$ cat src/rtl/piso_shift_if.sv
// -----------------------------------------------------------------------------
// piso_shift_if
//   Bundle of the word-load handshake and the serial output stream of
//   piso_shift. clk and rst are not part of the bundle.
//
//   Handshake (valid/ready): a word moves on a rising clk edge where both
//   load_valid and load_ready are high. The producer holds load_valid and
//   data_in stable until that edge. load_ready may rise or fall without
//   regard to load_valid. data_in is only sampled on the accepting edge.
//
//   Signals
//     data_in      master -> slave  WIDTH  parallel word
//     load_valid   master -> slave  1      word on data_in is offered
//     load_ready   slave  -> master 1      word can be taken this cycle
//     serial_out   slave  -> master 1      serial bit stream
//     bit_valid    slave  -> master 1      serial_out carries a data bit
//     frame_start  slave  -> master 1      first bit of a word is showing
//     frame_done   slave  -> master 1      last bit of a word is showing
//     busy         slave  -> master 1      shifter is in its SHIFT state
//
//   Modports
//     master : the word producer / stream consumer side
//     slave  : the piso_shift block
// -----------------------------------------------------------------------------
interface piso_shift_if #(
    parameter int WIDTH = 4
);

    logic [WIDTH-1:0] data_in;
    logic             load_valid;
    logic             load_ready;
    logic             serial_out;
    logic             bit_valid;
    logic             frame_start;
    logic             frame_done;
    logic             busy;

    modport master (
        output data_in,
        output load_valid,
        input  load_ready,
        input  serial_out,
        input  bit_valid,
        input  frame_start,
        input  frame_done,
        input  busy
    );

    modport slave (
        input  data_in,
        input  load_valid,
        output load_ready,
        output serial_out,
        output bit_valid,
        output frame_start,
        output frame_done,
        output busy
    );

endinterface

$ cat src/rtl/piso_shift.sv
// -----------------------------------------------------------------------------
// piso_shift
//   Parallel-in serial-out shifter. Takes a WIDTH-bit word through a
//   valid/ready handshake and emits it one bit per clk on serial_out,
//   flagging the first and last bit of every word. A new word can be taken
//   while the last bit of the previous one is showing, so words stream out
//   back to back without an idle cycle.
//
//   Parameters
//     WIDTH       word length in bits (>= 1)
//     MSB_FIRST   1: data_in[WIDTH-1] leaves first; 0: data_in[0] first
//     IDLE_LEVEL  level held on serial_out while no bit is being sent
//
//   Ports
//     clk   in  rising-edge clock
//     rst   in  asynchronous, active-high reset (discards a partial word)
//     bus   piso_shift_if.slave
//             data_in, load_valid         in
//             load_ready                  out (combinational from state)
//             serial_out, bit_valid,
//             frame_start, frame_done     out (registered)
//             busy                        out (decode of the state register)
// -----------------------------------------------------------------------------
module piso_shift #(
    parameter int WIDTH      = 4,
    parameter bit MSB_FIRST  = 1'b1,
    parameter bit IDLE_LEVEL = 1'b0
) (
    input  logic        clk,
    input  logic        rst,
    piso_shift_if.slave bus
);

    // Counter of bits still to come after the one currently on serial_out.
    localparam int CW = (WIDTH > 1) ? $clog2(WIDTH) : 1;

    typedef enum logic {
        IDLE  = 1'b0,
        SHIFT = 1'b1
    } state_t;

    state_t           state;
    logic [WIDTH-1:0] shreg;
    logic [CW-1:0]    bitcnt;

    logic             serial_q;
    logic             bit_valid_q;
    logic             frame_start_q;
    logic             frame_done_q;

    logic             load_ready;
    logic             accept;

    // Bit that leaves first from a freshly loaded word, and what remains.
    logic             load_bit;
    logic [WIDTH-1:0] load_rest;
    // Next bit taken from the shift register, and what remains after it.
    logic             next_bit;
    logic [WIDTH-1:0] shift_rest;

    // -------------------------------------------------------------------------
    // Handshake. A word can be taken from IDLE, or while the final bit of the
    // current word is on serial_out; that second case is what closes the gap
    // between consecutive words.
    // -------------------------------------------------------------------------
    always_comb begin
        load_ready = (state == IDLE) || ((state == SHIFT) && (bitcnt == '0));
        accept     = bus.load_valid && load_ready;
    end

    // -------------------------------------------------------------------------
    // Bit selection. The shift register always keeps the next bit to send at
    // the "outgoing" end, so the register moves toward the MSB for MSB-first
    // and toward the LSB for LSB-first. Vacated positions fill with zero.
    // -------------------------------------------------------------------------
    always_comb begin
        load_bit   = 1'b0;
        load_rest  = '0;
        next_bit   = 1'b0;
        shift_rest = '0;
        if (MSB_FIRST) begin
            load_bit   = bus.data_in[WIDTH-1];
            load_rest  = bus.data_in << 1;
            next_bit   = shreg[WIDTH-1];
            shift_rest = shreg << 1;
        end else begin
            load_bit   = bus.data_in[0];
            load_rest  = bus.data_in >> 1;
            next_bit   = shreg[0];
            shift_rest = shreg >> 1;
        end
    end

    // -------------------------------------------------------------------------
    // Control FSM and registered stream outputs.
    //   accept              : launch the first bit of the new word
    //   SHIFT, bitcnt > 0   : launch the next bit
    //   SHIFT, bitcnt == 0  : last bit has had its cycle, return to IDLE
    // load_ready is low in SHIFT with bitcnt > 0, so accept never collides
    // with a mid-word shift.
    // -------------------------------------------------------------------------
    always_ff @(posedge clk or posedge rst) begin
        if (rst) begin
            state         <= IDLE;
            shreg         <= '0;
            bitcnt        <= '0;
            serial_q      <= IDLE_LEVEL;
            bit_valid_q   <= 1'b0;
            frame_start_q <= 1'b0;
            frame_done_q  <= 1'b0;
        end else if (accept) begin
            state         <= SHIFT;
            shreg         <= load_rest;
            bitcnt        <= CW'(WIDTH - 1);
            serial_q      <= load_bit;
            bit_valid_q   <= 1'b1;
            frame_start_q <= 1'b1;
            // A one-bit word starts and ends on the same cycle.
            frame_done_q  <= (WIDTH == 1);
        end else if (state == SHIFT) begin
            if (bitcnt != '0) begin
                shreg         <= shift_rest;
                bitcnt        <= bitcnt - CW'(1);
                serial_q      <= next_bit;
                bit_valid_q   <= 1'b1;
                frame_start_q <= 1'b0;
                frame_done_q  <= (bitcnt == CW'(1));
            end else begin
                state         <= IDLE;
                serial_q      <= IDLE_LEVEL;
                bit_valid_q   <= 1'b0;
                frame_start_q <= 1'b0;
                frame_done_q  <= 1'b0;
            end
        end
    end

    // -------------------------------------------------------------------------
    // Outputs
    // -------------------------------------------------------------------------
    assign bus.load_ready  = load_ready;
    assign bus.serial_out  = serial_q;
    assign bus.bit_valid   = bit_valid_q;
    assign bus.frame_start = frame_start_q;
    assign bus.frame_done  = frame_done_q;
    assign bus.busy        = (state == SHIFT);

endmodule

$ cat src/flat_wrapper.sv
// flat-port wrapper written by rule: the top's interface ports become plain ports
module piso_shift_flat 
#(
    parameter int WIDTH      = 4,
    parameter bit MSB_FIRST  = 1'b1,
    parameter bit IDLE_LEVEL = 1'b0
)
  (clk, rst, bus_data_in, bus_load_valid, bus_load_ready, bus_serial_out, bus_bit_valid, bus_frame_start, bus_frame_done, bus_busy);
  piso_shift_if #(.WIDTH(WIDTH)) bus_i ();
  input  logic clk;
  input  logic rst;
  input wire logic [$bits(bus_i.data_in)-1:0] bus_data_in;
  input wire logic [$bits(bus_i.load_valid)-1:0] bus_load_valid;
  output wire logic [$bits(bus_i.load_ready)-1:0] bus_load_ready;
  output wire logic [$bits(bus_i.serial_out)-1:0] bus_serial_out;
  output wire logic [$bits(bus_i.bit_valid)-1:0] bus_bit_valid;
  output wire logic [$bits(bus_i.frame_start)-1:0] bus_frame_start;
  output wire logic [$bits(bus_i.frame_done)-1:0] bus_frame_done;
  output wire logic [$bits(bus_i.busy)-1:0] bus_busy;
  assign bus_i.data_in = bus_data_in;
  assign bus_i.load_valid = bus_load_valid;
  assign bus_load_ready = bus_i.load_ready;
  assign bus_serial_out = bus_i.serial_out;
  assign bus_bit_valid = bus_i.bit_valid;
  assign bus_frame_start = bus_i.frame_start;
  assign bus_frame_done = bus_i.frame_done;
  assign bus_busy = bus_i.busy;
  piso_shift #(.WIDTH(WIDTH), .MSB_FIRST(MSB_FIRST), .IDLE_LEVEL(IDLE_LEVEL)) u_core (.clk(clk), .rst(rst), .bus(bus_i));
endmodule
$ cat config.mk
export PLATFORM = sky130hd
export DESIGN_NAME = piso_shift_flat
export DESIGN_NICKNAME = d
export VERILOG_FILES = /design/src/rtl/piso_shift_if.sv /design/src/rtl/piso_shift.sv /design/src/flat_wrapper.sv
export SDC_FILE = /design/constraint.sdc
export NUM_CORES = 1
export LEC_CHECK = 0
export ABC_AREA = 1
export BUFFER_PORTS_ARGS = -buffer_cell sky130_fd_sc_hd__buf_2
export CORE_AREA = 2 2 39 41
export CTS_CLUSTER_DIAMETER = 120
export DETAILED_ROUTE_END_ITERATION = 16
export DIE_AREA = 0 0 41 43
export PLACE_DENSITY = 0.58
export SLEW_MARGIN = 30
export SYNTH_ARGS = -nofsm -noshare
export SYNTH_HDL_FRONTEND = slang
export SYNTH_SLANG_ARGS = --single-unit
$ cat constraint.sdc
create_clock -name clk -period 2.6 [get_ports clk]
set_input_delay 0.39 -clock clk [delete_from_list [all_inputs] [get_ports clk]]
set_output_delay 0.39 -clock clk [all_outputs]
set_load 0.1 [all_outputs]
# Yosys cells after proc, flatten, opt, wreduce, memory -nomap -nowiden
# Cells that the tools add are included.
# word_totals
ff_bits	11
input_bits	7
output_inout_bits	6
elab_cells	37
# op_classes
addsub	1
n_eq_ne	1
n_mux	19
bitwise	1
n_reduce_logical	8
# ops
op	n
2-to-1 mux 1 bit	13
2-to-1 mux 4 bit	3
2-to-1 mux 2 bit	3
nonzero test 2 bit	3
== test 2 x 1 -> 1 bit (second input constant)	1
logical AND 1 bit	2
logical NOT 2 bit	1
AND reduction 2 bit	1
subtractor 2 x 1 -> 2 bit (second input constant)	1
logical OR 1 bit	1
NOT 1 bit	1

# Logic depth before layout (Yosys ltp)
# Gate-level depths: netlist of run 1.
# depth
word_depth	6
mapped_depth	8
depth_no_buf	8

# Worst setup path before layout of run 1
# OpenSTA, ideal clock, no wires.
# synth_timing
path_kind	register to register
start	reg u_core.state (netlist: u_core.bus.busy)
end	reg u_core.shreg[2]
setup_time_ns	0.124
t_arrival_ns	1.938
required_ns	2.476
setup_slack_ns	0.538
path_stages_with_launch	6
path_buffers	0
synth_period_minus_slack_ns	2.062
path_cell_list	dfrtp_1 > nand2_2 > nand2_4 > inv_1 > nand2_1 > nand3_1
# synth_between
elab_chain_len	5
elab_cells_between_ends	8
cone_classes	1 x mux; 1 x bitwise; 6 x reduce/logical
# synth_lines
element	line_no	rtl
start: declaration	piso_shift.sv:42	state_t state;
start signal: assignment	piso_shift.sv:104	state <= IDLE;
start signal: assignment	piso_shift.sv:112	state <= SHIFT;
start signal: assignment	piso_shift.sv:129	state <= IDLE;
logical AND 1 bit or NOT 1 bit (tied branches)	piso_shift.sv:67	load_ready = (state == IDLE) || ((state == SHIFT) && (bitcnt == '0));
logical OR 1 bit *	piso_shift.sv:67	
named net bus_load_ready	flat_wrapper.sv:14	output wire logic [$bits(bus_i.load_ready)-1:0] bus_load_ready;
logical AND 1 bit *	piso_shift.sv:68	accept = bus.load_valid && load_ready;
nonzero test 2 bit (no line)	n/a	
AND reduction 2 bit (no line)	n/a	
end signal: assignment	piso_shift.sv:113	shreg <= load_rest;
end signal: assignment	piso_shift.sv:122	shreg <= shift_rest;
end: declaration	piso_shift.sv:43	logic [WIDTH-1:0] shreg;
# The timed path passes the listed nets; every way through them passes the cells marked *.
# A chain may end at the register's enable or synchronous reset.

# Worst setup path in the final report of run 1
# layout_timing
start	reg u_core.bitcnt[0]
end	out bus_load_ready
# layout_between
elab_chain_len	3
# layout_lines
element	line_no	rtl
start: declaration	piso_shift.sv:44	logic [CW-1:0] bitcnt;
start signal: assignment	piso_shift.sv:114	bitcnt <= CW'(WIDTH - 1);
start signal: assignment	piso_shift.sv:123	bitcnt <= bitcnt - CW'(1);
logical NOT 2 bit	piso_shift.sv:67	
logical AND 1 bit	piso_shift.sv:67	
logical OR 1 bit	piso_shift.sv:67	
end: declaration	flat_wrapper.sv:14	
# Every way passes these cells.

==> results.cfg, run 1 <==
[detailed_routing]
ant_nets = 0
viasPerCell = 4.27
routed_wl_um = 811
drt-initial-drc-count = 2
dr.pass1.iters = 3
avgRoutedWirePerCell_um = 9.43
vias = 367
drc = 0

[critical_path]
path_max_fanout = 4
critical_path.endpoint_type = output pin
rr_worst_depth = 7
arrival_ns = 1.52
slowest_delay_ns = 0.45
startpoint_type = register
crit_top_cell = inv_1
worstPathCellList = inv_1 -> ha_1 -> inv_1 -> nand2_2 -> buf_2
path_class = register to output pin
crit_path_top_delay_cell = buf_2
critPathRequiredTime_ns = 2.21

[yosys]
syn-cell-area_um2 = 465
synth_edf_count = 0
synth_common_cells = nand2_1, dfrtp_1, inv_1
synthMostInstantiatedCell = nand2_1
yosys_warnings = 0
ys_async_sr_fraction_pct = 100
ys_ff_latch = 10
synth_top_flop_cell = dfrtp_1
yosys.area.top_type = dfrtp_1
synth.distinct_cells = 10
yosys-top-cells-area = dfrtp_1, nand2_1, nand3_1
ys_seq_area_share_pct = 53.8
synthCells = 55
synth_nets = 64
postSynthAreaPerCell_um2 = 8.46
yosysTopAreaCellShare_pct = 53.8

[global_route]
antenna_found_initial = 0
first_global_vias = 335
grt_first_pass_wirelength_mm = 1.33
grt_usage_pct = 11.8
overflow = 0
grt_max_degree = 11

[clock_network]
clk_latency_ns = 0.26
holdBufCountCts = 0
cts_resized = 0
path_clk_slew_ns = 0.06
cts_sinks = 10
cts_tree = yes
clk_path_buf_depth = 2
htree_levels = 1
cts_made_buffers = 3
root_buffer = clkbuf_4
cts_setup_buffers = 0

[timing]
grt_setup_unrepaired = no
fin_tns_setup_ns = 0
period_share_pct = 73.5
max_freq_mhz = 524
fin_hold_ws_ns = 0.0894
slew_viol_final = 0
clock_skew_ns = 0.00630
period_needed_ns = 1.91
setup_viol = 0
max-slew-margin-rel_pct = 68.1
worstMarginPinSlew_ns = 0.482
hold_viol = 0

[die]
die_area_mm2 = 0.00176
die_h_um = 43
rows = 14
die_w_um = 41
start_util_pct = 33.6
io_pins = 13
coreArea_mm2 = 0.00138

[placed_design]
place_congestion = 0.709
hpwl_um = 665
io_buffers = 12

[run]
cap_viol_max_count = 0

[hold_path]
hold_path.class = input pin to asynchronous set/reset pin

[cells_and_area]
drive_above_1_share_pct = 28.6
insertedDiodeCount = 0
fill_cells = 152
nNetsFinal = 81
area_growth_pct = 22.0

[outcome]
status = finished, final reports clean
worst paths after layout:
path	start	endpoint	slack [ns]
max	u_core.bitcnt[0]$_DFFE_PP0P_	bus_load_ready	0.69
min	rst	u_core.bus.bit_valid$_DFFE_PP0P_	0.09
max reg2reg	u_core.bitcnt[0]$_DFFE_PP0P_	u_core.bitcnt[1]$_DFFE_PP0P_	1.40
min reg2reg	u_core.bus.bit_valid$_DFFE_PP0P_	u_core.bus.bit_valid$_DFFE_PP0P_	0.47
max in group asynchronous	rst	u_core.bus.serial_out$_DFFE_PP0P_	2.23
min in group clk	bus_data_in[0]	u_core.shreg[1]$_DFFE_PP0P_	0.32
logic make-up after synthesis:
group	synth area share (%)
adder cells (fa/ha/maj)	5.38
AO/OA/AOI/OAI	2.15
buffers and inverters	8.07
flip-flops	53.8
AND/OR/NAND/NOR	30.6
state kept, by name, summed over array words and instances, names as in the netlist:
signal                  cells
u_core.bitcnt               2
u_core.bus.bit_valid        1
u_core.bus.serial_out       1
u_core.bus.busy             1
u_core.shreg                3
u_core.bus.frame_start      1
u_core.bus.frame_done       1
worst max-delay path: cells and delay by family (launching register included):
kind                     cells  cell delay (ns)
AND/OR/NAND/NOR              1             0.12
adder cells (fa/ha/maj)      1             0.16
buffers and inverters        3             0.60
flip-flops                   1             0.38
layout by cell type, fill, tap and decap left out:
master and count:
nand2_1 20, buf_2 12, dfrtp_1 10, inv_1 8, nand3_1 7, clkbuf_4 3, inv_2 2, nand2_4 2
o21ai_0 2, ha_1 2, nor2_1 1, nand2_2 1
layer usage:
metal / wire, um / global-route usage [%] / part of all wire [%] / up-vias
met3: 57 / 4.71 / 7.0 / 3
met5: 0 / 0 / 0 / -
li1: - / - / - / 198
met4: 23 / 8.00 / 2.8 / 0
met1: 379 / 14.5 / 47 / 153
met2: 350 / 16.3 / 43 / 13
final cells by class:
cell class	count	area (um2)	share of cell area [%]
sequential	10	250	44.1
multi-input combinational	35	178	31.3
timing repair buffer	12	60.1	10.6
inverter	10	37.5	6.61
clock buffer	3	22.5	3.96
tap	16	20.0	3.52
stage by stage:
stage	std cells	worst slack, ns	util (%)	area (um2)
2_1_floorplan	55	0.538	-	465
3_3_place_gp	83	0.989	39.4	546
3_5_place_dp	83	0.965	39.4	546
4_1_cts	86	0.672	41.0	568
5_1_grt	86	0.592	41.0	568
6_report	86	0.690	41.0	568
Power of run 1 is left out: the tool's default activity adds up to more than one toggle a clock period on the data nets, which glitch-free logic cannot reach.
==> run 2: changes to the inputs <==
--- a/config.mk
+++ b/config.mk
@@ -11,7 +11,7 @@
 export CTS_CLUSTER_DIAMETER = 120
 export DETAILED_ROUTE_END_ITERATION = 16
 export DIE_AREA = 0 0 41 43
-export PLACE_DENSITY = 0.58
+export PLACE_DENSITY = 0.6
 export SLEW_MARGIN = 30
 export SYNTH_ARGS = -nofsm -noshare
 export SYNTH_HDL_FRONTEND = slang
==> constraint.sdc (replaced) <==
create_clock -name clk -period 1.7 [get_ports clk]
set_input_delay 0.255 -clock clk [delete_from_list [all_inputs] [get_ports clk]]
set_output_delay 0.255 -clock clk [all_outputs]
set_load 0.1 [all_outputs]
==> run 2 against run 1 <==
Setup slack worse by 0.56 ns. Die area stayed put. Utilization is 2.9 points higher. Sequential share of layout area is 2.7 points lower. Global-route usage is 0.48 points higher. Count of clock-buffer cells in the layout is 1 higher. Routed wire length is 2.0% higher. Non-clock buffer count is 1 higher. Via count is 4.4% higher.
==> results.cfg, run 2 (synthesis results as in run 1) <==
[timing]
worstMarginPinSlew_ns = 0.489
max_freq_mhz = 636
hold_viol = 0
period_needed_ns = 1.57
grt_setup_unrepaired = no
setup_viol = 0
clock_skew_ns = 0.00489
period_share_pct = 92.4
fin_tns_setup_ns = 0
max-slew-margin-rel_pct = 67.6
slew_viol_final = 0

[cells_and_area]
final_common_cell = nand2_1
layout_common_cells = nand2_1, buf_2, dfrtp_1
final_util_pct = 43.9
drive_above_1_share_pct = 30.6
stdcell_count = 88
fill_cells = 142
largest_register_ffs = 3
reg_top3 = u_core.shreg x3, u_core.bitcnt x2
top_register = u_core.shreg
insertedDiodeCount = 0
nNetsFinal = 82
area_growth_pct = 30.6

[detailed_routing]
ant_nets = 0
vias = 383
viasPerCell = 4.35
avgRoutedWirePerCell_um = 9.40
drc = 0
dr.pass1.iters = 4
drt-initial-drc-count = 5
routed_wl_um = 827

[global_route]
grt_first_pass_wirelength_mm = 1.29
grt_usage_pct = 12.3
overflow = 0
first_global_vias = 321
antenna_found_initial = 0
grt_max_degree = 11

[placed_design]
io_buffers = 12
place_congestion = 0.707
place_inst = 83
hpwl_um = 621

[die]
coreArea_mm2 = 0.00138
start_util_pct = 33.6
rows = 14
die_w_um = 41
die_h_um = 43
io_pins = 13
die_area_mm2 = 0.00176

[critical_path]
startpoint_type = register
path_class = register to output pin
path_max_fanout = 4
arrival_ns = 1.32
critPathRequiredTime_ns = 1.44
critical_path.endpoint_type = output pin

[clock_network]
cts_tree = yes
clk_latency_ns = 0.27
htree_levels = 1
path_clk_slew_ns = 0.06
clk_path_buf_depth = 2
root_buffer = clkbuf_4
cts_setup_buffers = 0
holdBufCountCts = 1
cts_resized = 0
cts_made_buffers = 3
cts_sinks = 10

[hold_path]
hold_path.class = input pin to register

[run]
cap_viol_max_count = 0

[outcome]
status = finished, final reports clean
run 2: metrics by stage:
step / hold slack, ns / setup WS [ns] / area (um2)
3_5_place_dp: 0.255 / 0.410 / 562
3_3_place_gp: 0.252 / 0.451 / 562
5_1_grt: 0.193 / 0.0410 / 608
6_report: 0.190 / 0.129 / 608
2_1_floorplan: 0.0951 / 0.0210 / 467
4_1_cts: 0.182 / 0.112 / 608
run 2: layout make-up:
| type | count | area (um2) | area share, % |
|---|---|---|---|
| clock buffers | 4 | 36.3 | 5.97 |
| repair buffers | 13 | 85.1 | 14.0 |
| well taps | 16 | 20.0 | 3.29 |
| inverters | 10 | 37.5 | 6.17 |
| flip-flops and latches | 10 | 251 | 41.4 |
| multi-input cells | 35 | 178 | 29.2 |
run 2: per-layer routing:
layer  global-route usage, %  vias up  wire length [um]
met5                       0        -                 0
met1                    14.1      171               406
li1                        -      201                 -
met2                    14.4        9               357
met4                    14.0        0                15
met3                    6.28        2                47
run 2: path summary, 6_finish.rpt:
check                      cells past startpoint  slack [ns]                               end                    startpoint
max                                            5        0.13                    bus_load_ready  u_core.bitcnt[0]$_DFFE_PP0P_
min                                            3        0.19       u_core.shreg[1]$_DFFE_PP0P_                bus_data_in[0]
max reg2reg                                    7        0.42      u_core.bitcnt[1]$_DFFE_PP0P_  u_core.bitcnt[0]$_DFFE_PP0P_
min reg2reg                                    2        0.47       u_core.shreg[1]$_DFFE_PP0P_   u_core.shreg[1]$_DFFE_PP0P_
max in group asynchronous                      3        0.89         u_core.bus.busy$_DFF_PP0_                           rst
min in group asynchronous                      3        0.50  u_core.bus.bit_valid$_DFFE_PP0P_                           rst
run 2: worst max-delay path, stage by stage (launching register included):
cell,delay [ns]
dfrtp_1,0.38
inv_1,0.09
ha_1,0.16
inv_1,0.06
nand2_2,0.15
buf_12,0.20
Power of run 2 is left out for the same reason.
